## src/rtl/adder_arb_if.sv

```systemverilog
// rtl/adder_arb_if.sv - requester, response and shared-adder signals for adder_arb
interface adder_arb_if #(
  parameter int DATAWIDTH = 32
);
  logic                 req0_valid;
  logic                 req0_ready;
  logic [DATAWIDTH-1:0] req0_a;
  logic [DATAWIDTH-1:0] req0_b;
  logic                 req0_sub;
  logic                 req1_valid;
  logic                 req1_ready;
  logic [DATAWIDTH-1:0] req1_a;
  logic [DATAWIDTH-1:0] req1_b;
  logic                 req1_sub;

  logic                 rsp0_valid;
  logic                 rsp0_ready;
  logic [DATAWIDTH-1:0] rsp0_data;
  logic                 rsp1_valid;
  logic                 rsp1_ready;
  logic [DATAWIDTH-1:0] rsp1_data;

  logic [DATAWIDTH-1:0] add_a;
  logic [DATAWIDTH-1:0] add_b;
  logic                 add_sub;
  logic [DATAWIDTH-1:0] add_out;

  modport slave (
    input  req0_valid, req0_a, req0_b, req0_sub,
    output req0_ready,
    input  req1_valid, req1_a, req1_b, req1_sub,
    output req1_ready,
    output rsp0_valid, rsp0_data,
    input  rsp0_ready,
    output rsp1_valid, rsp1_data,
    input  rsp1_ready,
    output add_a, add_b, add_sub,
    input  add_out
  );

  modport master (
    output req0_valid, req0_a, req0_b, req0_sub,
    input  req0_ready,
    output req1_valid, req1_a, req1_b, req1_sub,
    input  req1_ready,
    input  rsp0_valid, rsp0_data,
    output rsp0_ready,
    input  rsp1_valid, rsp1_data,
    output rsp1_ready,
    input  add_a, add_b, add_sub,
    output add_out
  );
endinterface

```

## src/rtl/adder_arb.sv

```systemverilog
// rtl/adder_arb.sv - two-requester arbiter sharing one external add/sub unit
// Define ADDER_ARB_FIXED_PRIO_EN for fixed priority (requester 0 wins); default is round-robin.
module adder_arb #(
  parameter int DATAWIDTH = 32
) (
  input  logic        clk,
  input  logic        rst_n,
  adder_arb_if.slave  bus
);

  typedef enum logic {IDLE, RESP} state_t;

  state_t               r_state, w_state_nxt;
  logic                 r_owner, w_owner_nxt;
  logic [DATAWIDTH-1:0] r_result, w_result_nxt;

  logic w_rsp_done;
  logic w_can_accept;
  logic w_grant_any;
  logic w_grant_sel;

`ifndef ADDER_ARB_FIXED_PRIO_EN
  logic r_last, w_last_nxt;
`endif

  always_comb begin
    w_grant_sel = 1'b0;
`ifdef ADDER_ARB_FIXED_PRIO_EN
    w_grant_sel = ~bus.req0_valid;
`else
    if (bus.req0_valid && bus.req1_valid) w_grant_sel = ~r_last;
    else                                  w_grant_sel = ~bus.req0_valid;
`endif
  end

  // A completing response frees the result register for a same-cycle grant.
  assign w_rsp_done   = (r_state == RESP) && (r_owner ? bus.rsp1_ready : bus.rsp0_ready);
  assign w_can_accept = rst_n && ((r_state == IDLE) || w_rsp_done);
  assign w_grant_any  = w_can_accept && (bus.req0_valid || bus.req1_valid);

  always_comb begin
    bus.add_a      = '0;
    bus.add_b      = '0;
    bus.add_sub    = 1'b0;
    bus.req0_ready = 1'b0;
    bus.req1_ready = 1'b0;
    if (w_grant_any) begin
      bus.add_a      = w_grant_sel ? bus.req1_a   : bus.req0_a;
      bus.add_b      = w_grant_sel ? bus.req1_b   : bus.req0_b;
      bus.add_sub    = w_grant_sel ? bus.req1_sub : bus.req0_sub;
      bus.req0_ready = ~w_grant_sel;
      bus.req1_ready = w_grant_sel;
    end
    bus.rsp0_valid = (r_state == RESP) && !r_owner;
    bus.rsp1_valid = (r_state == RESP) &&  r_owner;
    bus.rsp0_data  = r_result;
    bus.rsp1_data  = r_result;
  end

  always_comb begin
    w_state_nxt  = r_state;
    w_owner_nxt  = r_owner;
    w_result_nxt = r_result;
`ifndef ADDER_ARB_FIXED_PRIO_EN
    w_last_nxt   = r_last;
`endif
    if (w_grant_any) begin
      w_state_nxt  = RESP;
      w_owner_nxt  = w_grant_sel;
      w_result_nxt = bus.add_out;
`ifndef ADDER_ARB_FIXED_PRIO_EN
      w_last_nxt   = w_grant_sel;
`endif
    end else if (w_rsp_done) begin
      w_state_nxt = IDLE;
    end
  end

  always_ff @(posedge clk or negedge rst_n) begin
    if (!rst_n) begin
      r_state  <= IDLE;
      r_owner  <= 1'b0;
      r_result <= '0;
`ifndef ADDER_ARB_FIXED_PRIO_EN
      r_last   <= 1'b1;
`endif
    end else begin
      r_state  <= w_state_nxt;
      r_owner  <= w_owner_nxt;
      r_result <= w_result_nxt;
`ifndef ADDER_ARB_FIXED_PRIO_EN
      r_last   <= w_last_nxt;
`endif
    end
  end

endmodule

```

## src/flat_wrapper.sv

```systemverilog
// flat-port wrapper written by rule: the top's interface ports become plain ports
module adder_arb_flat 
#(
  parameter int DATAWIDTH = 32
)
  (clk, rst_n, bus_req0_valid, bus_req0_a, bus_req0_b, bus_req0_sub, bus_req0_ready, bus_req1_valid, bus_req1_a, bus_req1_b, bus_req1_sub, bus_req1_ready, bus_rsp0_valid, bus_rsp0_data, bus_rsp0_ready, bus_rsp1_valid, bus_rsp1_data, bus_rsp1_ready, bus_add_a, bus_add_b, bus_add_sub, bus_add_out);
  adder_arb_if #(.DATAWIDTH(DATAWIDTH)) bus_i ();
  input  logic clk;
  input  logic rst_n;
  input wire logic [$bits(bus_i.req0_valid)-1:0] bus_req0_valid;
  input wire logic [$bits(bus_i.req0_a)-1:0] bus_req0_a;
  input wire logic [$bits(bus_i.req0_b)-1:0] bus_req0_b;
  input wire logic [$bits(bus_i.req0_sub)-1:0] bus_req0_sub;
  output wire logic [$bits(bus_i.req0_ready)-1:0] bus_req0_ready;
  input wire logic [$bits(bus_i.req1_valid)-1:0] bus_req1_valid;
  input wire logic [$bits(bus_i.req1_a)-1:0] bus_req1_a;
  input wire logic [$bits(bus_i.req1_b)-1:0] bus_req1_b;
  input wire logic [$bits(bus_i.req1_sub)-1:0] bus_req1_sub;
  output wire logic [$bits(bus_i.req1_ready)-1:0] bus_req1_ready;
  output wire logic [$bits(bus_i.rsp0_valid)-1:0] bus_rsp0_valid;
  output wire logic [$bits(bus_i.rsp0_data)-1:0] bus_rsp0_data;
  input wire logic [$bits(bus_i.rsp0_ready)-1:0] bus_rsp0_ready;
  output wire logic [$bits(bus_i.rsp1_valid)-1:0] bus_rsp1_valid;
  output wire logic [$bits(bus_i.rsp1_data)-1:0] bus_rsp1_data;
  input wire logic [$bits(bus_i.rsp1_ready)-1:0] bus_rsp1_ready;
  output wire logic [$bits(bus_i.add_a)-1:0] bus_add_a;
  output wire logic [$bits(bus_i.add_b)-1:0] bus_add_b;
  output wire logic [$bits(bus_i.add_sub)-1:0] bus_add_sub;
  input wire logic [$bits(bus_i.add_out)-1:0] bus_add_out;
  assign bus_i.req0_valid = bus_req0_valid;
  assign bus_i.req0_a = bus_req0_a;
  assign bus_i.req0_b = bus_req0_b;
  assign bus_i.req0_sub = bus_req0_sub;
  assign bus_req0_ready = bus_i.req0_ready;
  assign bus_i.req1_valid = bus_req1_valid;
  assign bus_i.req1_a = bus_req1_a;
  assign bus_i.req1_b = bus_req1_b;
  assign bus_i.req1_sub = bus_req1_sub;
  assign bus_req1_ready = bus_i.req1_ready;
  assign bus_rsp0_valid = bus_i.rsp0_valid;
  assign bus_rsp0_data = bus_i.rsp0_data;
  assign bus_i.rsp0_ready = bus_rsp0_ready;
  assign bus_rsp1_valid = bus_i.rsp1_valid;
  assign bus_rsp1_data = bus_i.rsp1_data;
  assign bus_i.rsp1_ready = bus_rsp1_ready;
  assign bus_add_a = bus_i.add_a;
  assign bus_add_b = bus_i.add_b;
  assign bus_add_sub = bus_i.add_sub;
  assign bus_i.add_out = bus_add_out;
  adder_arb #(.DATAWIDTH(DATAWIDTH)) u_core (.clk(clk), .rst_n(rst_n), .bus(bus_i));
endmodule
```

## config.mk

```make
export PLATFORM = sky130hd
export DESIGN_NAME = adder_arb_flat
export DESIGN_NICKNAME = d
export VERILOG_FILES = /design/src/rtl/adder_arb_if.sv /design/src/rtl/adder_arb.sv /design/src/flat_wrapper.sv
export SDC_FILE = /design/constraint.sdc
export NUM_CORES = 1
export LEC_CHECK = 0
export ABC_AREA = 1
export CAP_MARGIN = 20
export CORE_AREA = 4 4 114 116
export DETAILED_ROUTE_END_ITERATION = 7
export DIE_AREA = 0 0 118 120
export GPL_TIMING_DRIVEN = 0
export HOLD_SLACK_MARGIN = 0.03
export PLACE_DENSITY = 0.78
export REMOVE_ABC_BUFFERS = 1
export SETUP_SLACK_MARGIN = 0.3
export SLEW_MARGIN = 20
export SYNTH_ARGS = -nofsm -noshare
export SYNTH_HDL_FRONTEND = slang
export SYNTH_SLANG_ARGS = --single-unit
```

## constraint.sdc

```tcl
create_clock -name clk -period 2.8 [get_ports clk]
set_clock_uncertainty 0.15 [all_clocks]
set_input_delay 0.28 -clock clk [delete_from_list [all_inputs] [get_ports clk]]
set_output_delay 0.28 -clock clk [all_outputs]
set_load 0.01 [all_outputs]
```

==> impl_metrics.csv, run 1 <==
group,metric,value,unit
setup_path,rr_startpoint,"u_core.r_last",
floorplanning,die_w,118,µm
global_route,grt_overflow_total,0,
setup_path,worstPathRequired,2.37,ns
power_and_ir_drop,leakagePower,3.01,nW
floorplanning,ios,301,
placement,gp_congestion,0.783,
setup_path,crit_fanout,17,
layout,fin_nets,854,
layout,nFillCells,1177,
clocking,htree_levels,2,
clocking,clk_path_buf_depth,2,
floorplanning,start_util,22.9,%
global_route,grtUsageTotal,20.5,%
power_and_ir_drop,power_density,697,mW/mm²
layout,fin_cells,833,
sta,rsz0062_at_grt,"true",
route,drc,0,
floorplanning,die-area,0.0142,mm²
setup_path,path_class,"flop to output pin",
yosys,synth-adder-area-share,0,%
status,run_status,"finished, final reports clean",
floorplanning,rows,40,
setup_path,crit_path_start,"u_core.r_last",
placement,dp_slack,-0.977,ns
sta,clock.fmax,0.402,GHz
route,via_per_inst,4.70,
layout,area_growth,124,%
yosys,synth_top_area_cell,"dfrtp_1",
setup_path,cp-endpoint,"bus_req1_ready",
layout,drive_gt1_share,6.85,%
clocking,cts_made_buffers,5,
layout,n_antenna_cell,0,
clocking,clk_latency,0.27,ns
floorplanning,dieHeight,120,µm
yosys,synth_top_family_by_area,"simple AND/OR/NAND/NOR gates",
setup_path,end_kind,"output pin",
clocking,clock_sinks,35,
power_and_ir_drop,worst_ir_drop_vdd,561,µV
placement,portBuffers,300,
clocking,cts_tree,"done",
sta,setup_viol,0,
yosys,synth-simple-area-share,38.4,%
route,routed_wl,15300,µm
yosys,syn_area_per_cell,6.52,µm²
yosys,seq_area_frac_synth,32.1,%
clocking,root_buffer,"clkbuf_16",
yosys,synth_top_area_share,31.2,%
yosys,synth_seq_cells,35,
yosys,synth_cell_types,13,
setup_path,r2r_end,"u_core.r_owner",
sta,finalCriticalPeriod,2.49,ns
sta,tns,0,ns
job,cap_violations,0,
yosys,synth_cells,419,
setup_path,start_kind,"flop",
placement,dp_cells,798,
setup_path,ff2ff_path_depth,6,
power_and_ir_drop,power.total,4.25,mW
setup_path,arrival,2.06,ns
sta,fin_crit_sh,88.9,%
global_route,grt_max_degree,36,
sta,slew_headroom,51.6,%
yosys,synth-compound-area-share,11.9,%
sta,worst_slack,0.312,ns
yosys,yosysWarnings,0,
sta,drv_slew,0,
floorplanning,core,0.0119,mm²
route,first_iter_violations,274,
sta,worst_slew_pin_slew,0.725,ns
placement,dp_hpwl,9580,µm
yosys,synth_mux_area_share,0,%
route,dr_total_vias,3919,
route,wl_per_cell,18.4,µm
global_route,antenna_found_initial,2,
route,drt_first_pass_iters,5,
route,ant_nets,0,
global_route,grt_pass1_wl,23100,µm
yosys,syn_area,0.00273,mm²
setup_path,rrSetupSlack,1.20,ns
yosys,yosys-top-cells-area,"dfrtp_1, nand2_1, nand3_1",
clocking,clk_pin_slew,0.05,ns
layout,seq_area,877,µm²
global_route,grt_pass1_vias,4026,
yosys,synth_xor_area_share,0,%
layout,multi_input_area,0.00158,mm²
sta,hold_viol_final,0,
min_path,hold_path.class,"flop to flop",
==> worst min path at each step <==
stage,start,to,slack [ns],cells past startpoint
after floorplan,rst_n,u_core.bus.rsp0_data[0],-0.17,0
after global placement,u_core.r_last,u_core.r_last,0.31,2
after detailed placement,rst_n,u_core.bus.rsp0_data[14],0.001,1
after CTS,u_core.r_last,u_core.r_last,0.34,2
after global routing,u_core.r_last,u_core.r_last,0.36,2
final,u_core.r_last,u_core.r_last,0.33,2
==> layout by cell type, fill, tap and decap left out <==
master	synthesis	final
nand3_1	98	98
bufbuf_16	0	3
clkinvlp_4	0	1
clkdlybuf4s50_1	0	231
nor2_1	3	3
nand2_4	0	4
inv_1	6	5
clkinv_2	0	1
clkbuf_8	0	1
buf_12	0	4
nor2_4	1	1
dlymetal6s2s_1	0	12
nand2_8	0	7
dlygate4sd2_1	0	54
nand2_2	0	3
dfstp_2	1	1
nand2_1	140	134
clkbuf_16	0	5
buf_8	0	1
nand3_4	0	1
a21oi_1	65	65
dlygate4sd3_1	0	3
buf_16	0	2
nand3_2	1	1
buf_6	4	1
buf_4	38	9
dfrtp_1	34	34
nor2_2	0	1
==> final cells by class <==
class,count,area share [%]
flip-flops and latches,35,14.4
inverters,6,0.431
clock inverters,1,0.0820
clock buffers,6,2.28
well taps,147,3.01
multi-input cells,318,25.9
repair buffers,320,53.9
==> routing by layer <==
layer	track usage, %	vias up	routed length (µm)
li1	-	1900	-
met1	24.6	1757	6160
met2	35.9	237	7550
met3	6.22	21	1410
met4	4.91	4	179
met5	0	-	27
==> power by group <==
part           internal, mW  switching, mW  total [mW]
Sequential            0.736          0.218       0.954
Clock                 0.347          0.189       0.536
Combinational          1.45           1.31        2.76
Total                  2.54           1.72        4.25
==> flip-flops by register name, summed over array words and instances, names as in the netlist <==
register and cells:
u_core.bus.rsp0_data 32, u_core.r_last 1, u_core.r_owner 1, u_core.r_state 1
==> cell usage after synthesis <==
library cell / instances
nand2_1: 140
nand3_1: 98
a21oi_1: 65
buf_4: 38
dfrtp_1: 34
buf_2: 17
clkbuf_1: 11
inv_1: 6
buf_6: 4
nor2_1: 3
dfstp_2: 1
nand3_2: 1
nor2_4: 1
==> worst max-delay path, stage by stage (launching register included) <==
cell and delay [ns]:
dfstp_2 0.55, clkinvlp_4 0.08, buf_4 0.15, nand2_8 0.12, nand2_4 0.17, nand3_1 0.19, inv_1 0.05, clkdlybuf4s50_1 0.48
==> repair_timing <==
action | 4_1_cts | 5_1_grt
endpoints found under the setup margin | 73 | 13
gates resized for setup | 79 | 13
cloned | 13 | 0
setup buffers | 12 | 0
hold endpoints to repair | 34 | 0
pin swaps | 4 | 0
hold buffers | 3 | 0
==> cell families (layout without fill, tap and decap cells) <==
group | Yosys count | after routing
simple gates | 243 | 253
buf+inv | 76 | 333
compound gates | 65 | 65
flops | 35 | 35
==> through the flow <==
stage / util, % / hold WS, ns / instance area, µm²
2_1_floorplan: - / -0.166 / 2270
3_3_place_gp: 45.8 / 0.305 / 5460
3_5_place_dp: 46.4 / 0.00141 / 5520
4_1_cts: 50.9 / 0.336 / 6070
5_1_grt: 51.2 / 0.358 / 6100
6_report: 51.2 / 0.332 / 6100
No activity file was read; power rests on OpenSTA's default activity.
==> inputs of run 2 (changes only) <==
--- a/config.mk
+++ b/config.mk
@@ -12,2 +12,3 @@
 export DIE_AREA = 0 0 118 120
+export GPL_ROUTABILITY_DRIVEN = 0
 export GPL_TIMING_DRIVEN = 0
--- a/constraint.sdc
+++ b/constraint.sdc
@@ -4,2 +4,2 @@
 set_output_delay 0.28 -clock clk [all_outputs]
-set_load 0.01 [all_outputs]
+set_load 0.02 [all_outputs]
==> run 2 against run 1 <==
Net effect:
- non-clock buffer count down 5
- total power is 7.0% higher
- core utilization fell by 2.2 points
- clock power about the same
- critical path depth unchanged
- cell area fell by 4.3%
- die area did not move
- largest power group unchanged
- flip-flop and latch count unchanged
- clock-buffer cell count did not move
- global-route usage is 1.1 points lower
- setup slack better by 0.022 ns
- largest cell class unchanged
==> impl_metrics.csv, run 2 (synthesis gave the netlist of run 1 again) <==
group,metric,value,unit
status,run_status,"finished, final reports clean",
global_route,grt_pass1_vias,3931,
floorplanning,die_w,118,µm
setup_path,rr_startpoint,"u_core.r_owner",
layout,fin_nets,847,
global_route,grt_overflow_total,0,
global_route,antenna_found_initial,1,
route,routed_wl,14500,µm
power_and_ir_drop,worst_ir_drop_vdd,622,µV
route,first_iter_violations,265,
sta,rsz0062_at_grt,"true",
layout,fin_cells,826,
clocking,clock_sinks,35,
sta,worst_hold_slack,0.333,ns
floorplanning,die-area,0.0142,mm²
setup_path,worstPathRequired,2.37,ns
sta,finalCriticalPeriod,2.47,ns
min_path,hold_path_end,"u_core.r_last",
setup_path,crit_fanout,30,
placement,portBuffers,300,
layout,final_util,49.0,%
global_route,grtUsageTotal,19.4,%
global_route,grt_max_degree,71,
layout,area_growth,114,%
clocking,clk_latency,0.27,ns
route,dr_total_vias,3793,
route,ant_nets,0,
setup_path,r2r_end,"u_core.r_owner",
sta,fin_crit_sh,88.1,%
sta,hold_viol_final,0,
floorplanning,core,0.0119,mm²
setup_path,crit_chain,"inv_1, nand2_1, nand3_4, nand2_8, bufbuf_16, a21oi_1, clkdlybuf4s15_2",
sta,drv_slew,0,
layout,nFillCells,1211,
setup_path,path_class,"flop to output pin",
min_path,min-delay-start,"u_core.r_last",
placement,placed_area,0.00552,mm²
route,drc,0,
clocking,root_buffer,"clkbuf_16",
layout,largest_reg_flops,32,
power_and_ir_drop,power_density,779,mW/mm²
power_and_ir_drop,leakagePower,2.70,nW
min_path,hold_path.class,"flop to flop",
floorplanning,rows,40,
setup_path,rrSetupSlack,1.09,ns
clocking,htree_levels,2,
placement,dp_hpwl,9580,µm
sta,worst_slack,0.334,ns
clocking,cts_tree,"done",
layout,final_common_cell,"clkdlybuf4s50_1",
floorplanning,ios,301,
sta,clock.fmax,0.406,GHz
setup_path,cp_slowest_cell,"dfrtp_1",
clocking,clk_pin_slew,0.05,ns
sta,slew_headroom,52.5,%
setup_path,max_stage_delay,0.42,ns
setup_path,crit_family,"buffers and inverters",
route,via_per_inst,4.59,
global_route,grt_pass1_wl,22100,µm
job,cap_violations,0,
setup_path,start_kind,"flop",
setup_path,ff2ff_path_depth,6,
route,wl_per_cell,17.6,µm
layout,n_antenna_cell,0,
setup_path,path_buf_inv,3,
placement,dp_slack,-1.04,ns
layout,most-common-layout-cells,"clkdlybuf4s50_1, nand2_1, nand3_1",
route,drt_first_pass_iters,4,
layout,drive_gt1_share,10.0,%
setup_path,arrival,2.04,ns
sta,setup_viol,0,
sta,worst_slew_pin_slew,0.712,ns
floorplanning,dieHeight,120,µm
clocking,cts_made_buffers,5,
setup_path,end_kind,"output pin",
min_path,hold_depth,2,
placement,dp_cells,798,
floorplanning,start_util,22.9,%
layout,fin_area,0.00584,mm²
clocking,clk_path_buf_depth,2,
-- run 2: changes by cell type in the layout (fill, tap and decap cells not counted), moves of 5 or more --
cell             previous run  this run
buf_2                       0         5
clkbuf_2                    0        25
dlymetal6s2s_1             12         2
clkdlybuf4s15_1             0         9
dlygate4sd2_1              54        25
-- run 2: layout make-up --
type / instances / area [µm²] / share of cell area, %
timing repair buffer: 315 / 3060 / 52.4
multi-input combinational: 316 / 1550 / 26.6
sequential: 35 / 877 / 15.0
tap: 147 / 184 / 3.15
clock buffer: 6 / 139 / 2.38
inverter: 6 / 26.3 / 0.450
clock inverter: 1 / 5.00 / 0.0857
-- run 2: power by group --
group / total (mW) / internal, mW / switching (mW)
clock network: 0.538 / 0.347 / 0.191
registers: 0.956 / 0.736 / 0.219
logic: 3.05 / 1.36 / 1.69
total: 4.55 / 2.44 / 2.10
-- run 2: what timing repair did --
item                                    4_1_cts  5_1_grt
pin swaps                                     5        0
endpoints found under the setup margin       73       42
gates resized for setup                      96       65
hold buffers                                  4        0
setup buffers                                 6        1
gates cloned                                 10        0
endpoints found under the hold margin        20        0
-- run 2: how the worst max path moves through the flow --
stage	start	end	slack, ns	cells past startpoint
2_1_floorplan	u_core.r_last	bus_req0_ready	-1.06	4
3_3_place_gp	bus_req0_valid	bus_add_a[31]	-4.75	6
3_5_place_dp	bus_req0_valid	bus_add_a[31]	-1.04	7
4_1_cts	u_core.r_owner	bus_add_b[6]	0.28	7
5_1_grt	u_core.r_owner	bus_add_a[14]	0.24	7
6_report	u_core.r_owner	bus_add_a[14]	0.33	7
-- run 2: worst reg2reg max path, delay by kind of cell (launching register included) --
family | cells | cell delay, ns
and+or+nand+nor | 5 | 0.70
DFF | 1 | 0.42
buffers and inverters | 1 | 0.37
-- run 2: per-layer routing --
metal | vias up | part of all wire [%] | global-route usage, %
li1 | 1884 | - | -
met3 | 14 | 8.0 | 5.23
met2 | 196 | 49 | 33.7
met4 | 2 | 1.0 | 4.91
met5 | - | 0.090 | 0
met1 | 1697 | 42 | 23.7
-- run 2: through the flow --
stage	power (mW)	TNS, ns
3_3_place_gp	3.87	-423.71
6_report	4.55	0
3_5_place_dp	3.86	-61.93
5_1_grt	4.83	0
2_1_floorplan	2.23	-65.02
4_1_cts	4.60	0
==> inputs of run 3 (changes only) <==
RECOVER_POWER = 25   (was not set)
TNS_END_PERCENT = 10   (was not set)
==> run 3 against run 2 <==
Net effect:
- sequential power about the same
- register-to-register slack about the same
- largest power group unchanged
- cell count is 0.12% lower
- global-route usage about the same
- routed wire length fell by 0.43%
- highest routed layer unchanged
==> impl_metrics.csv, run 3 (synthesis gave the netlist of run 1 again) <==
group,metric,value,unit
clocking,root_buffer,"clkbuf_16",
setup_path,end_kind,"output pin",
power_and_ir_drop,worst_ir_drop_vdd,619,µV
power_and_ir_drop,swShare,46.3,%
route,drc,0,
setup_path,rr_startpoint,"u_core.r_owner",
power_and_ir_drop,leakagePower,2.72,nW
global_route,antenna_found_initial,1,
placement,dp_slack,-1.04,ns
power_and_ir_drop,p_seq_share,21.1,%
layout,n_antenna_cell,0,
floorplanning,core,0.0119,mm²
global_route,grt_pass1_vias,3921,
sta,hold_viol_final,0,
layout,fin_area,0.00586,mm²
clocking,clk_pin_slew,0.05,ns
setup_path,ff2ff_path_depth,6,
route,via_per_inst,4.63,
setup_path,start_kind,"input port",
sta,clock.fmax,0.392,GHz
layout,final_util,49.2,%
clocking,htree_levels,2,
setup_path,arrival,2.12,ns
sta,slew_headroom,43.9,%
global_route,grt_overflow_total,0,
global_route,grt_pass1_wl,22100,µm
clocking,cts_tree,"done",
layout,final_common_cell,"clkdlybuf4s50_1",
placement,portBuffers,300,
route,ant_nets,0,
power_and_ir_drop,power.internal,2.42,mW
power_and_ir_drop,p_clk_share,11.8,%
min_path,min-delay-start,"u_core.r_last",
sta,setup_viol,0,
sta,worst_slack,0.246,ns
layout,largest_reg_flops,32,
layout,drive_gt1_share,6.05,%
route,wl_per_cell,17.5,µm
setup_path,path_class,"input port to output pin",
global_route,grtUsageTotal,19.4,%
layout,area_growth,115,%
layout,fin_cells,825,
min_path,hold_path.class,"flop to flop",
power_and_ir_drop,power.total,4.52,mW
sta,drv_slew,0,
job,cap_violations,0,
floorplanning,die-area,0.0142,mm²
setup_path,cp-endpoint,"bus_req1_ready",
sta,worst_slew_pin_slew,0.841,ns
power_and_ir_drop,combPwrFrac,67.1,%
setup_path,r2r_end,"u_core.r_owner",
route,first_iter_violations,245,
floorplanning,start_util,22.9,%
setup_path,rrSetupSlack,1.09,ns
floorplanning,die_w,118,µm
layout,most-common-layout-cells,"clkdlybuf4s50_1, nand2_1, nand3_1",
sta,finalCriticalPeriod,2.55,ns
placement,dp_cells,798,
placement,dp_hpwl,9580,µm
route,drt_first_pass_iters,5,
floorplanning,dieHeight,120,µm
floorplanning,rows,40,
clocking,cts_made_buffers,5,
power_and_ir_drop,p_sw,2.09,mW
sta,rsz0062_at_grt,"true",
floorplanning,ios,301,
global_route,grt_max_degree,71,
layout,fin_nets,846,
setup_path,crit_fanout,16,
setup_path,crit_path_start,"bus_req1_valid",
clocking,clock_sinks,35,
clocking,clk_latency,0.27,ns
status,run_status,"finished, final reports clean",
sta,fin_crit_sh,91.2,%
clocking,clk_path_buf_depth,2,
route,dr_total_vias,3819,
setup_path,worstPathRequired,2.37,ns
placement,placed_area,0.00552,mm²
power_and_ir_drop,power_density,770,mW/mm²
route,routed_wl,14500,µm
## run 3: cell count changes in the layout (fill, tap and decap cells not counted), sizes merged, moves of 2 or more
cell,delta
clkbuf,-17
clkdlybuf4s15,-7
clkdlybuf4s50,-5
dlygate4sd3,+9
buf,-7
dlygate4sd2,+27
dlymetal6s2s,-2
## run 3: power by group through the flow
stage,sequential [mW],clock [mW],combinational (mW)
after floorplan,1.42,0,0.813
after global placement,0.941,0,2.93
after detailed placement,0.932,0,2.93
after CTS,0.956,0.552,3.07
after global routing,0.987,0.575,3.24
final,0.953,0.535,3.03
## run 3: how the worst min path moves through the flow
stage | depth (start not counted) | endpoint
after global routing | 2 | u_core.bus.rsp0_data[8]
after CTS | 2 | u_core.r_last
final | 2 | u_core.r_last
after detailed placement | 1 | u_core.bus.rsp0_data[14]
after global placement | 2 | u_core.r_last
after floorplan | 0 | u_core.bus.rsp0_data[0]
## run 3: layout make-up
type	instances	area, µm²
fill	1216	6050
timing repair buffer	314	3080
multi-input combinational	316	1550
sequential	35	877
tap	147	184
clock buffer	6	139
inverter	6	26.3
clock inverter	1	5.00
## run 3: repair_timing
item,CTS,global route
hold buffers,4,0
gates resized for setup,88,15
endpoints found under the setup margin,73,53
setup buffers,6,0
cloned,10,0
pin swaps,5,0
endpoints found under the hold margin,20,0
## run 3: worst max-delay path: stages
cell             delay (ns)
clkdlybuf4s18_2        0.36
nor2_1                 0.18
nor2_4                 0.23
clkbuf_1               0.24
buf_4                  0.28
nand3_1                0.15
inv_1                  0.07
dlygate4sd2_1          0.34
## run 3: per-layer routing
metal	up-vias	share of wire [%]	GRT usage [%]
li1	1886	-	-
met1	1709	42	23.7
met2	206	49	33.7
met3	16	8.2	5.23
met4	2	1.1	4.91
met5	-	0.090	0
## run 3: metrics by stage
step | setup TNS (ns) | hold slack, ns
floorplan | -65.02 | -0.166
global placement | -423.71 | 0.305
finish | 0 | 0.333
detailed placement | -61.93 | 0.00141
global route | 0 | 0.355
CTS | 0 | 0.336
